--- src/rtl/alu_shift_sequencer_pkg.sv ---
// Shared op encodings and FSM state type for the ALU shift/rotate sequencer.
// Optional feature macro used by the sequencer: ALU_SEQ_AMT_MOD_EN.
package alu_seq_pkg;

  localparam logic [1:0] OP_ROR = 2'b00;
  localparam logic [1:0] OP_ROL = 2'b01;
  localparam logic [1:0] OP_LSR = 2'b10;
  localparam logic [1:0] OP_LSL = 2'b11;

  typedef enum logic [1:0] {
    ST_IDLE,
    ST_SHIFT,
    ST_DONE
  } state_t;

  // Rotates occupy the lower half of the op encoding.
  function automatic logic is_rotate(input logic [1:0] op);
    return ~op[1];
  endfunction

endpackage

--- src/rtl/alu_shift_sequencer_if.sv ---
// Request/response bundle between the issue logic and the shift sequencer.
// master = issuing side, slave = the sequencer.
interface alu_shift_sequencer_if #(
  parameter int LEN   = 8,
  parameter int AMT_W = 4
);

  logic             start_valid;
  logic             start_ready;
  logic [1:0]       op;
  logic [LEN-1:0]   a;
  logic [AMT_W-1:0] amt;
  logic             res_valid;
  logic             res_ready;
  logic [LEN-1:0]   result;
  logic             n;
  logic             c;
  logic             z;
  logic             v;
  logic             busy;

  modport master (
    output start_valid, op, a, amt, res_ready,
    input  start_ready, res_valid, result, n, c, z, v, busy
  );

  modport slave (
    input  start_valid, op, a, amt, res_ready,
    output start_ready, res_valid, result, n, c, z, v, busy
  );

endinterface

--- src/rtl/alu_shift_sequencer_step.sv ---
// Combinational single-bit shift/rotate step; bit_out is the bit that leaves
// the word (bit 0 for right moves, bit LEN-1 for left moves).
module alu_shift1_step
  import alu_seq_pkg::*;
#(
  parameter int LEN = 8
) (
  input  logic [1:0]     op,
  input  logic [LEN-1:0] data,
  output logic [LEN-1:0] data_out,
  output logic           bit_out
);

  always_comb begin
    data_out = data;
    bit_out  = 1'b0;
    case (op)
      OP_ROR: begin
        data_out = {data[0], data[LEN-1:1]};
        bit_out  = data[0];
      end
      OP_ROL: begin
        data_out = {data[LEN-2:0], data[LEN-1]};
        bit_out  = data[LEN-1];
      end
      OP_LSR: begin
        data_out = {1'b0, data[LEN-1:1]};
        bit_out  = data[0];
      end
      default: begin
        data_out = {data[LEN-2:0], 1'b0};
        bit_out  = data[LEN-1];
      end
    endcase
  end

endmodule

--- src/rtl/alu_shift_sequencer.sv ---
// Multi-cycle shift/rotate sequencer: one 1-bit step per clock, result and NCZV
// flags returned over a valid/ready handshake. Macro ALU_SEQ_AMT_MOD_EN reduces amounts.
module alu_shift_sequencer
  import alu_seq_pkg::*;
#(
  parameter int LEN   = 8,
  parameter int AMT_W = 4
) (
  input logic                 clk,
  input logic                 rst_n,
  alu_shift_sequencer_if.slave bus
);

  state_t           r_state;
  logic [LEN-1:0]   r_data;
  logic [1:0]       r_op;
  logic [AMT_W-1:0] r_cnt;
  logic             r_carry;
  logic             r_ovf;
  logic             r_clr_c;
  logic [LEN-1:0]   r_result;
  logic             r_n;
  logic             r_c;
  logic             r_z;
  logic             r_v;
  logic             r_res_valid;
  logic             r_start_ready;
  logic             r_busy;

  logic [LEN-1:0]   w_step_data;
  logic             w_step_bit;
  logic [AMT_W-1:0] w_eff_amt;
  logic             w_clr_c;

  alu_shift1_step #(.LEN(LEN)) u_step (
    .op       (r_op),
    .data     (r_data),
    .data_out (w_step_data),
    .bit_out  (w_step_bit)
  );

`ifdef ALU_SEQ_AMT_MOD_EN
  always_comb begin
    if (is_rotate(bus.op))
      w_eff_amt = AMT_W'(int'(bus.amt) % LEN);
    else if (int'(bus.amt) >= LEN)
      w_eff_amt = AMT_W'(LEN);
    else
      w_eff_amt = bus.amt;
  end
`else
  assign w_eff_amt = bus.amt;
`endif

  // A logical shift by LEN or more reports no carry, whatever the last step shifted out.
  assign w_clr_c = !is_rotate(bus.op) && (int'(bus.amt) >= LEN);

  // DONE spends its first cycle publishing result/flags, giving amt+1 latency.
  always_ff @(posedge clk or negedge rst_n) begin
    if (!rst_n) begin
      r_state       <= ST_IDLE;
      r_data        <= '0;
      r_op          <= OP_ROR;
      r_cnt         <= '0;
      r_carry       <= 1'b0;
      r_ovf         <= 1'b0;
      r_clr_c       <= 1'b0;
      r_result      <= '0;
      r_n           <= 1'b0;
      r_c           <= 1'b0;
      r_z           <= 1'b0;
      r_v           <= 1'b0;
      r_res_valid   <= 1'b0;
      r_start_ready <= 1'b1;
      r_busy        <= 1'b0;
    end else begin
      case (r_state)
        ST_IDLE: begin
          if (bus.start_valid) begin
            r_data        <= bus.a;
            r_op          <= bus.op;
            r_cnt         <= w_eff_amt;
            r_carry       <= 1'b0;
            r_ovf         <= 1'b0;
            r_clr_c       <= w_clr_c;
            r_start_ready <= 1'b0;
            r_busy        <= 1'b1;
            r_state       <= (w_eff_amt == '0) ? ST_DONE : ST_SHIFT;
          end
        end
        ST_SHIFT: begin
          r_data  <= w_step_data;
          r_carry <= w_step_bit;
          if (r_op == OP_LSL && (w_step_data[LEN-1] != r_data[LEN-1]))
            r_ovf <= 1'b1;
          r_cnt <= r_cnt - 1'b1;
          if (r_cnt == AMT_W'(1))
            r_state <= ST_DONE;
        end
        ST_DONE: begin
          if (!r_res_valid) begin
            r_result    <= r_data;
            r_n         <= r_data[LEN-1];
            r_z         <= (r_data == '0);
            r_c         <= r_carry & ~r_clr_c;
            r_v         <= r_ovf;
            r_res_valid <= 1'b1;
          end else if (bus.res_ready) begin
            r_res_valid   <= 1'b0;
            r_busy        <= 1'b0;
            r_start_ready <= 1'b1;
            r_state       <= ST_IDLE;
          end
        end
        default: begin
          r_state <= ST_IDLE;
        end
      endcase
    end
  end

  assign bus.start_ready = r_start_ready;
  assign bus.res_valid   = r_res_valid;
  assign bus.result      = r_result;
  assign bus.n           = r_n;
  assign bus.c           = r_c;
  assign bus.z           = r_z;
  assign bus.v           = r_v;
  assign bus.busy        = r_busy;

endmodule

--- src/flat_wrapper.sv ---
// flat-port wrapper written by rule: the top's interface ports become plain ports
module alu_shift_sequencer_flat import alu_seq_pkg::*;
#(
  parameter int LEN   = 8,
  parameter int AMT_W = 4
)
  (clk, rst_n, bus_start_valid, bus_op, bus_a, bus_amt, bus_res_ready, bus_start_ready, bus_res_valid, bus_result, bus_n, bus_c, bus_z, bus_v, bus_busy);
  alu_shift_sequencer_if #(.LEN(LEN), .AMT_W(AMT_W)) bus_i ();
  input logic clk;
  input logic rst_n;
  input wire logic [$bits(bus_i.start_valid)-1:0] bus_start_valid;
  input wire logic [$bits(bus_i.op)-1:0] bus_op;
  input wire logic [$bits(bus_i.a)-1:0] bus_a;
  input wire logic [$bits(bus_i.amt)-1:0] bus_amt;
  input wire logic [$bits(bus_i.res_ready)-1:0] bus_res_ready;
  output wire logic [$bits(bus_i.start_ready)-1:0] bus_start_ready;
  output wire logic [$bits(bus_i.res_valid)-1:0] bus_res_valid;
  output wire logic [$bits(bus_i.result)-1:0] bus_result;
  output wire logic [$bits(bus_i.n)-1:0] bus_n;
  output wire logic [$bits(bus_i.c)-1:0] bus_c;
  output wire logic [$bits(bus_i.z)-1:0] bus_z;
  output wire logic [$bits(bus_i.v)-1:0] bus_v;
  output wire logic [$bits(bus_i.busy)-1:0] bus_busy;
  assign bus_i.start_valid = bus_start_valid;
  assign bus_i.op = bus_op;
  assign bus_i.a = bus_a;
  assign bus_i.amt = bus_amt;
  assign bus_i.res_ready = bus_res_ready;
  assign bus_start_ready = bus_i.start_ready;
  assign bus_res_valid = bus_i.res_valid;
  assign bus_result = bus_i.result;
  assign bus_n = bus_i.n;
  assign bus_c = bus_i.c;
  assign bus_z = bus_i.z;
  assign bus_v = bus_i.v;
  assign bus_busy = bus_i.busy;
  alu_shift_sequencer #(.LEN(LEN), .AMT_W(AMT_W)) u_core (.clk(clk), .rst_n(rst_n), .bus(bus_i));
endmodule
--- config.mk ---
export PLATFORM = sky130hd
export DESIGN_NAME = alu_shift_sequencer_flat
export DESIGN_NICKNAME = d
export VERILOG_FILES = /design/src/rtl/alu_shift_sequencer_pkg.sv /design/src/rtl/alu_shift_sequencer_if.sv /design/src/rtl/alu_shift_sequencer_step.sv /design/src/rtl/alu_shift_sequencer.sv /design/src/flat_wrapper.sv
export SDC_FILE = /design/constraint.sdc
export NUM_CORES = 1
export LEC_CHECK = 0
export CORE_ASPECT_RATIO = 1.2
export CORE_UTILIZATION = 28
export DETAILED_ROUTE_END_ITERATION = 10
export DONT_BUFFER_PORTS = 1
export GPL_ROUTABILITY_DRIVEN = 0
export GPL_TIMING_DRIVEN = 0
export PLACE_DENSITY = 0.38
export RECOVER_POWER = 50
export SETUP_SLACK_MARGIN = 0.1
export SYNTH_ARGS = -nofsm -noshare
export SYNTH_HDL_FRONTEND = slang
export SYNTH_SLANG_ARGS = --single-unit
export TNS_END_PERCENT = 100
--- constraint.sdc ---
create_clock -name clk -period 2.05 [get_ports clk]
set_clock_uncertainty 0.2 [all_clocks]
set_input_delay 0.3075 -clock clk [delete_from_list [all_inputs] [get_ports clk]]
set_output_delay 0.3075 -clock clk [all_outputs]
set_load 0.005 [all_outputs]
After elaboration in Yosys (flattened, before gate mapping)

Cells that the tools add are included.

Register bits after elaboration: 34
Latch bits: 0
Memory bits (writable): 0
Memory bits (read-only): 0
Input port bits: 18
Output and inout port bits: 15
Word-level logic and storage cells: 72
Memories: 0

Add/subtract/negate cells: 1
Multipliers: 0
Divide/modulo/power cells: 0
Order comparisons: 1
Equality and inequality tests: 12
Shift operators: 0
Muxes and demuxes: 25
Bitwise logic cells: 3
Reduce and logical (&&, ||, !) cells: 15

Operators by type and width:

| operator                                                                 | count |
|---|---|
| 8-bit one-hot mux with 3 select lines                                    | 1 |
| 8-bit one-hot mux with 2 select lines                                    | 1 |
| 1-bit two-way mux                                                        | 10 |
| 2-bit two-way mux                                                        | 5 |
| 8-bit zero test                                                          | 1 |
| 8-bit two-way mux                                                        | 1 |
| 1-bit one-hot mux with 2 select lines                                    | 4 |
| 4-bit one-hot mux with 2 select lines                                    | 1 |
| 4-bit AND reduction                                                      | 2 |
| 2-bit equality test (second input constant)                              | 3 |
| 2-bit by 1-bit inequality test with 1-bit output (second input constant) | 3 |
| 2-bit one-hot mux with 3 select lines                                    | 1 |
| 2-bit AND reduction                                                      | 3 |
| 2-bit by 1-bit equality test with 1-bit output (second input constant)   | 2 |
| 4-bit by 1-bit equality test with 1-bit output (second input constant)   | 1 |
| 4-bit greater-or-equal comparator (second input constant)                | 1 |
| 2-bit zero test                                                          | 2 |
| 4-bit zero test                                                          | 1 |
| 4-bit two-way mux                                                        | 1 |
| 2-bit inequality test (second input constant)                            | 2 |
| 2-bit nonzero test                                                       | 2 |
| 4-bit by 1-bit subtractor with 4-bit output (second input constant)      | 1 |
| 3-bit AND reduction                                                      | 1 |
| 1-bit logical AND                                                        | 2 |
| 4 further kinds                                                          | 5 |

Depth between registers and ports, before layout

Depth after elaboration: 6
Depth in mapped cells: 5
Mapped depth without buffers: 5

Hierarchy

From an unflattened synthesis, not the netlist that was laid out.

Cell total of the unflattened synthesis: 164
Area total of the unflattened synthesis: 1747.9 µm²

Modules (own cells, without submodules):

| module              | instances | cells an instance | area each (µm²) | seq. area each (µm²) |
|---|---|---|---|---|
| alu_shift_sequencer | 1         | 149               | 1607.8          | 827.0 |
| alu_shift1_step     | 1         | 15                | 140.1           | 0.0 |

Worst setup path after synthesis

Ideal clock, no wire load.

Path kind: reg2reg
From: reg u_core.r_state[0]
To: reg u_core.r_result[6], in the netlist u_core.bus.result[6]
Setup time: 0.128 ns
Arrival time: 1.194 ns
Data required time: 1.722 ns
Setup slack: 0.529 ns
Stages on the path, launching flop included: 4
Period minus slack after synthesis: 1.521 ns
Cells stage by stage: dfrtp_1 > nor3b_4 > buf_6 > mux2_1

Longest elaborated chain between the ends: 2

RTL lines:

| what                          | RTL line                   | text |
|---|---|---|
| from (decl)                   | alu_shift_sequencer.sv:14  | `state_t r_state;` |
| from (signal assigned)        | alu_shift_sequencer.sv:88  | `r_state <= (w_eff_amt == '0) ? ST_DONE : ST_SHIFT;` |
| 2-bit equality test           | alu_shift_sequencer.sv:77  | `case (r_state)` |
| 2-bit AND reduction (no line) | -                          |  |
| to (signal assigned)          | alu_shift_sequencer.sv:102 | `r_result <= r_data;` |
| to (decl)                     | alu_shift_sequencer.sv:21  | `logic [LEN-1:0] r_result;` |

Every way passes these cells.
A chain may end at the register's enable or synchronous reset.

Worst setup path in the final report

From: reg u_core.r_state[0]
To: reg u_core.r_clr_c

Longest elaborated chain between the ends: 2

RTL lines:

| what                          | RTL line                  | text |
|---|---|---|
| 2-bit zero test               | alu_shift_sequencer.sv:77 |  |
| 2-bit AND reduction (no line) | -                         |  |
| to (signal assigned)          | alu_shift_sequencer.sv:85 | `r_clr_c <= w_clr_c;` |
| to (decl)                     | alu_shift_sequencer.sv:20 | `logic r_clr_c;` |

Every way passes these cells.

==> impl_metrics.env <==
export IMPL_min_period_over_period_pct=82.3
export IMPL_cts_tree="yes"
export IMPL_drv_cap=0
export IMPL_grt_usage_pct=14.8
export IMPL_ys_seq_area_share_pct=49.6
export IMPL_fin_ws_ns=0.363
export IMPL_grt_max_degree=34
export IMPL_arrival_ns=1.71
export IMPL_async_flop_share_pct=100
export IMPL_cts_root_buf="clkbuf_8"
export IMPL_area_growth_pct=16.4
export IMPL_critPathKind="reg2reg"
export IMPL_clk_latency_ns=0.28
export IMPL_leakagePower_nw=0.810
export IMPL_totalWireLength_um=4250
export IMPL_synth_warnings=0
export IMPL_synth_cells=154
export IMPL_clk_path_buf_depth=2
export IMPL_ios=33
export IMPL_design_area_um2=1940
export IMPL_worst_pin_slew_ns=0.882
export IMPL_dieArea_um2=6270
export IMPL_slew_viol_final=0
export IMPL_numPortBuffers=0
export IMPL_critPathBufInv=1
export IMPL_critPathMaxFanout=4
export IMPL_num_nets_final=189
export IMPL_cp_end_kind="register"
export IMPL_synth_seq_cells=33
export IMPL_max_freq_ghz=0.593
export IMPL_drc=0
export IMPL_synth_top_family_by_area="compound AO/OA/AOI/OAI gates"
export IMPL_ys_types=41
export IMPL_synth_ff_type="dfrtp_1"
export IMPL_slew_headroom_pct=41.2
export IMPL_r2r_slack_ns=0.36
export IMPL_clkTransAtPathRegs_ns=0.07
export IMPL_wire_per_inst_um=17.0
export IMPL_synth_edf_count=0
export IMPL_start_util_pct=29.2
export IMPL_crit_family="buffers and inverters"
export IMPL_critPathLaunchType="register"
export IMPL_first_pass_iters=4
export IMPL_synthMuxAreaShare_pct=11.4
export IMPL_critPathRequiredTime_ns=2.07
export IMPL_num_antenna_cells=0
export IMPL_whs_ns=0.0279
export IMPL_die_h_um=86.5
export IMPL_ir_drop_uv=436
export IMPL_drt_iter0_drc=34
export IMPL_final_setup_tns_ns=0
export IMPL_dp_hpwl_um=2930
export IMPL_synth_compound_area_share_pct=16.7
export IMPL_place_ws_ns=0.379
export IMPL_synth_area_per_cell_um2=10.8
export IMPL_die_w_um=72.5
export IMPL_synth_xor_area_share_pct=1.05
export IMPL_grt_antenna_before_repair=0
export IMPL_fin_cells=250
export IMPL_hold_violations=0
export IMPL_status="finished, final reports clean"
export IMPL_netlist_area_um2=1670
export IMPL_via_per_inst=5.03
export IMPL_antenna_left=0
export IMPL_synth_simple_gate_area_share_pct=14.1
export IMPL_num_vias=1257
export IMPL_period_minus_slack_ns=1.69
export IMPL_fp_row_count=30
export IMPL_crit_chain="nor3b_4, nand3_1, dlygate4sd3_1, nand2_1"
export IMPL_finalSetupViolations=0
export IMPL_dp_cells=234
export IMPL_core_area_um2=5710
export IMPL_ctsResizeCount=0
export IMPL_clkSinkCount=33
export IMPL_cts_buffers_inserted=5
export IMPL_grt_pass1_vias=1317
export IMPL_synth_fa_ha_area_share_pct=1.50
export IMPL_cts_max_level=2
export IMPL_cp_slowest_cell="dlygate4sd3_1"
export IMPL_syn_num_nets=174
export IMPL_drive_gt1_share_pct=21.2
export IMPL_min_path_type="in2reg"
export IMPL_power_density_nw_per_um2=1510
export IMPL_overflow=0
export IMPL_rsz0062_at_grt="false"
export IMPL_grt_pass1_wl_um=6910
export IMPL_slowest_delay_ns=0.57
export IMPL_placed_area_um2=1770
## placed cells by master, fill, tap and decap left out, drive strengths merged, types with 2 or more instances in the layout
cell type and n:
dfrtp 32, or3 2, a31oi 3, nand2b 2
nand2 10, dlygate4sd3 6, o22ai 16, buf 10
a211oi 2, xor2 2, nand3b 2, inv 7
a21oi 9, nand3 5, nor4 3, nor2 3
ha 2, o21ai 9, clkbuf 10, a22oi 2
nor3b 4, mux2 16
## power by group
| group | total, mW | internal (mW) | switching [mW] |
|---|---|---|---|
| logic | 1.12 | 0.543 | 0.579 |
| registers | 1.27 | 0.948 | 0.322 |
| clock network | 0.543 | 0.303 | 0.239 |
| total | 2.93 | 1.79 | 1.14 |
## flip-flops by register name (all words and copies together), names as in the netlist
signal / flops
u_core.bus.c: 1
u_core.r_data: 8
u_core.r_op: 2
u_core.bus.res_valid: 1
u_core.r_clr_c: 1
u_core.r_ovf: 1
u_core.bus.start_ready: 1
u_core.r_carry: 1
u_core.bus.busy: 1
u_core.bus.z: 1
u_core.bus.n: 1
u_core.r_cnt: 4
u_core.r_state: 2
u_core.bus.result: 7
u_core.bus.v: 1
## synthesized netlist by cell type, types with 2 or more instances
library cell,instances,area (um^2)
mux2_1,7,78.8
ha_1,2,25.0
nand3_1,5,25.0
nor2_1,3,11.3
nand3b_1,2,15.0
a31oi_1,3,18.8
or3_1,2,12.5
nor3b_1,2,15.0
o21ai_0,6,30.0
nor3b_4,2,37.5
inv_2,2,7.51
inv_1,5,18.8
a22oi_1,2,15.0
buf_2,6,30.0
a21oi_1,9,45.0
mux2_2,9,101
nor4_1,3,18.8
o22ai_1,15,93.8
xor2_1,2,17.5
nand2_1,10,37.5
nand2b_1,2,12.5
dfrtp_1,32,801
buf_6,2,22.5
o21ai_1,3,15.0
a211oi_1,2,15.0
## metrics by stage
step	utilization (%)	power (mW)
2_1_floorplan	-	2.07
3_3_place_gp	31.0	2.36
3_5_place_dp	31.0	2.39
4_1_cts	34.2	2.97
5_1_grt	34.0	3.17
6_report	34.0	2.93
## path summary, 6_finish.rpt
kind,startpoint,end,cells past startpoint
setup / recovery,u_core.r_state[0]$_DFFE_PN0P_,u_core.r_clr_c$_DFFE_PN0P_,4
hold / removal,bus_amt[0],u_core.r_cnt[0]$_DFFE_PN0P_,2
setup reg to reg,u_core.r_state[0]$_DFFE_PN0P_,u_core.r_clr_c$_DFFE_PN0P_,4
hold reg to reg,u_core.r_ovf$_DFFE_PN0P_,u_core.r_ovf$_DFFE_PN0P_,2
max in group asynchronous,rst_n,u_core.bus.v$_DFFE_PN0P_,2
min in group asynchronous,rst_n,u_core.bus.result[4]$_DFFE_PN0P_,2
## timing repair
item                                   CTS  global route
endpoints found under the hold margin   37             0
hold buffers                             7             0
buffers inserted                         0             1
setup endpoints to repair                0             1
## cell families (layout without fill, tap and decap cells)
kind of cell / count (synthesis) / count (layout)
AO/OA/AOI/OAI: 45 / 45
XOR/XNOR: 2 / 2
adder cells (fa/ha/maj): 2 / 2
buffers and inverters: 18 / 34
flip-flops: 33 / 33
multiplexers: 17 / 17
AND/OR/NAND/NOR: 37 / 37
## routing by layer
metal,routed length (um),global-route usage [%],vias to the layer above
met5,0,0,-
met1,1880,17.4,611
li1,-,-,596
met2,2020,24.0,39
met3,241,5.35,11
met4,108,6.42,0
## final cells by class
type                       instances  area (um^2)
clock buffer                       7         96.3
clock inverter                     1         5.00
buffer                            11         68.8
multi-input combinational        103          746
sequential                        33          827
timing repair buffer               8         72.6
fill                             603         3760
inverter                           7         26.3
tap                               80          100
Note: power is estimated with default switching activity, not from simulation.
==> RTL change: new RTL, same flow settings <==
Make the reset (`rst_n`) synchronous in one clocked block.
--- a/src/rtl/alu_shift_sequencer.sv
+++ b/src/rtl/alu_shift_sequencer.sv
@@ -57,5 +57,5 @@
 
   // DONE spends its first cycle publishing result/flags, giving amt+1 latency.
-  always_ff @(posedge clk or negedge rst_n) begin
+  always_ff @(posedge clk) begin
     if (!rst_n) begin
       r_state       <= ST_IDLE;
Behaviour: differs if rst_n is asserted again (counterexample within 4 cycles, from zero or initial values and one cycle with rst_n low); with rst_n held inactive, the same outputs for 10 cycles.
==> RTL change against the unedited design <==
- via count increased by 11%
- sequential cell count unchanged
- cell area decreased by 7.7%
- worst hold slack got worse by 0.027 ns
- die area decreased by 7.4%
- core utilization decreased by 0.19 points
- synthesized area decreased by 7.6%
- worst setup slack got worse by 0.083 ns
- global-route usage increased by 1.0 points
- critical path depth increased by 1
- first-iteration DRC count increased by 18%
- routed wire length increased by 0.97%
Power is not compared: it rests on default switching activity, and its combinational part moved more than twofold at a synthesized area within 25%.
==> RTL change: results (changes against the unedited design) <==
Worst setup path
  – Maximum net fanout on the critical path: 10 (+6)
  – Delay of the slowest critical-path stage: 0.37 ns (-0.20 ns)
  – Critical path capture point: u_core.r_data[7]
  – Launching instance or port of the critical path: u_core.r_state[0]
  – Worst Reg-to-Reg Cells: 5 (+1)
  – Slowest stage cell, crit path: or3b_1

Detailed routing
  – Total met2 wirelength after detailed routing: 2036 microns (+0.64%)
  – Iteration-0 DRC Markers: 40 (+18%)
  – Wire length the detailed router placed on met1: 1964 microns (+4.7%)
  – Via-per-instance ratio: 5.319 (+5.8%)
  – DR WL met3: 237 microns (-1.7%)

Placed design
  – Half-perimeter wire length after placement: 3052 microns (+4.1%)
  – Cell area after placement: 0.001619 sq mm (-8.4%)

Layout
  – Filler Cells Inserted: 575 (-4.6%)
  – Fin nets: 220 (+16%)
  – Share of post-route cells with drive strength above 1: 0.1045 (-0.1073)

Global routing
  – Wire length of the first global-routing pass: 7107 microns (+2.8%)
  – Maximum number of pins on one net before global-route repair: 11 (-68%)
  – Met2 demand-to-capacity share in global routing: 0.2462 (+0.006657)
  – Total track usage: 0.1576 (+0.01001)
  – Routing usage on met1: 0.2021 (+0.02765)
  – Met3 track demand over resource: 0.05218 (-0.001304)

Yosys
  – Distinct cells, synth: 36 (-12%)
  – Synth top area cells: dfxtp_1 43%, nand2_1 7.3%, a21oi_1 6.5%, a211oi_1 3.4%, nor4_1 3.2%
  – Ranking of synthesized cells by instance count: 33 x dfxtp_1, 30 x nand2_1, 20 x a21oi_1
  – Register area share after synthesis: 0.4286 (-0.06730)
  – Post-synthesis share of cell area spent on full adders, half adders and majority gates: 0.01623 (+0.001230)
  – XOR/XNOR share of the synthesized area: 0.005682 (-0.004821)
  – Post-synthesis net count: 207 (+19%)
  – Portion of netlist area occupied by mux cells: 0.01380 (-0.1002)
  – Synth Area in Compound Gates: 0.1834 (+0.01690)
  – Synth async-reset ratio: 0 (-1.000)

Min path
  – Hold Startpoint: bus_a[4]
  – Endpoint of the worst hold path: u_core.r_data[4]
  – Worst Hold Path Cells: 2 (unchanged)

Run status
  – Result of the run: completed

Clocking
  – Total of hold buffers inserted after clock tree synthesis: 6 (-1)
-- RTL change: layout make-up --
cell class | count | area, sq um | share of cell area
Multi-Input combinational cell | 135 | 787.0 | 0.4389
Sequential cell | 33 | 660.6 | 0.3685
Clock buffer | 7 | 86.33 | 0.04815
Tap cell | 62 | 77.57 | 0.04327
Buffer | 14 | 72.57 | 0.04047
Timing Repair Buffer | 6 | 60.06 | 0.03350
Clock inverter | 1 | 30.03 | 0.01675
Inverter | 5 | 18.77 | 0.01047
-- RTL change: per-stage QoR --
step | worst slack, ns | power [W] | instances | hold slack (ns)
floorplan | 0.5562 | 0.0009415 | 187 | 0.1837
global placement | 0.3415 | 0.001011 | 249 | 0.1913
detailed placement | 0.3164 | 0.001015 | 249 | 0.2057
CTS | 0.3433 | 0.001671 | 263 | 0.003294
global route | 0.1286 | 0.001741 | 263 | 0.001025
finish | 0.2793 | 0.001651 | 263 | 0.001244
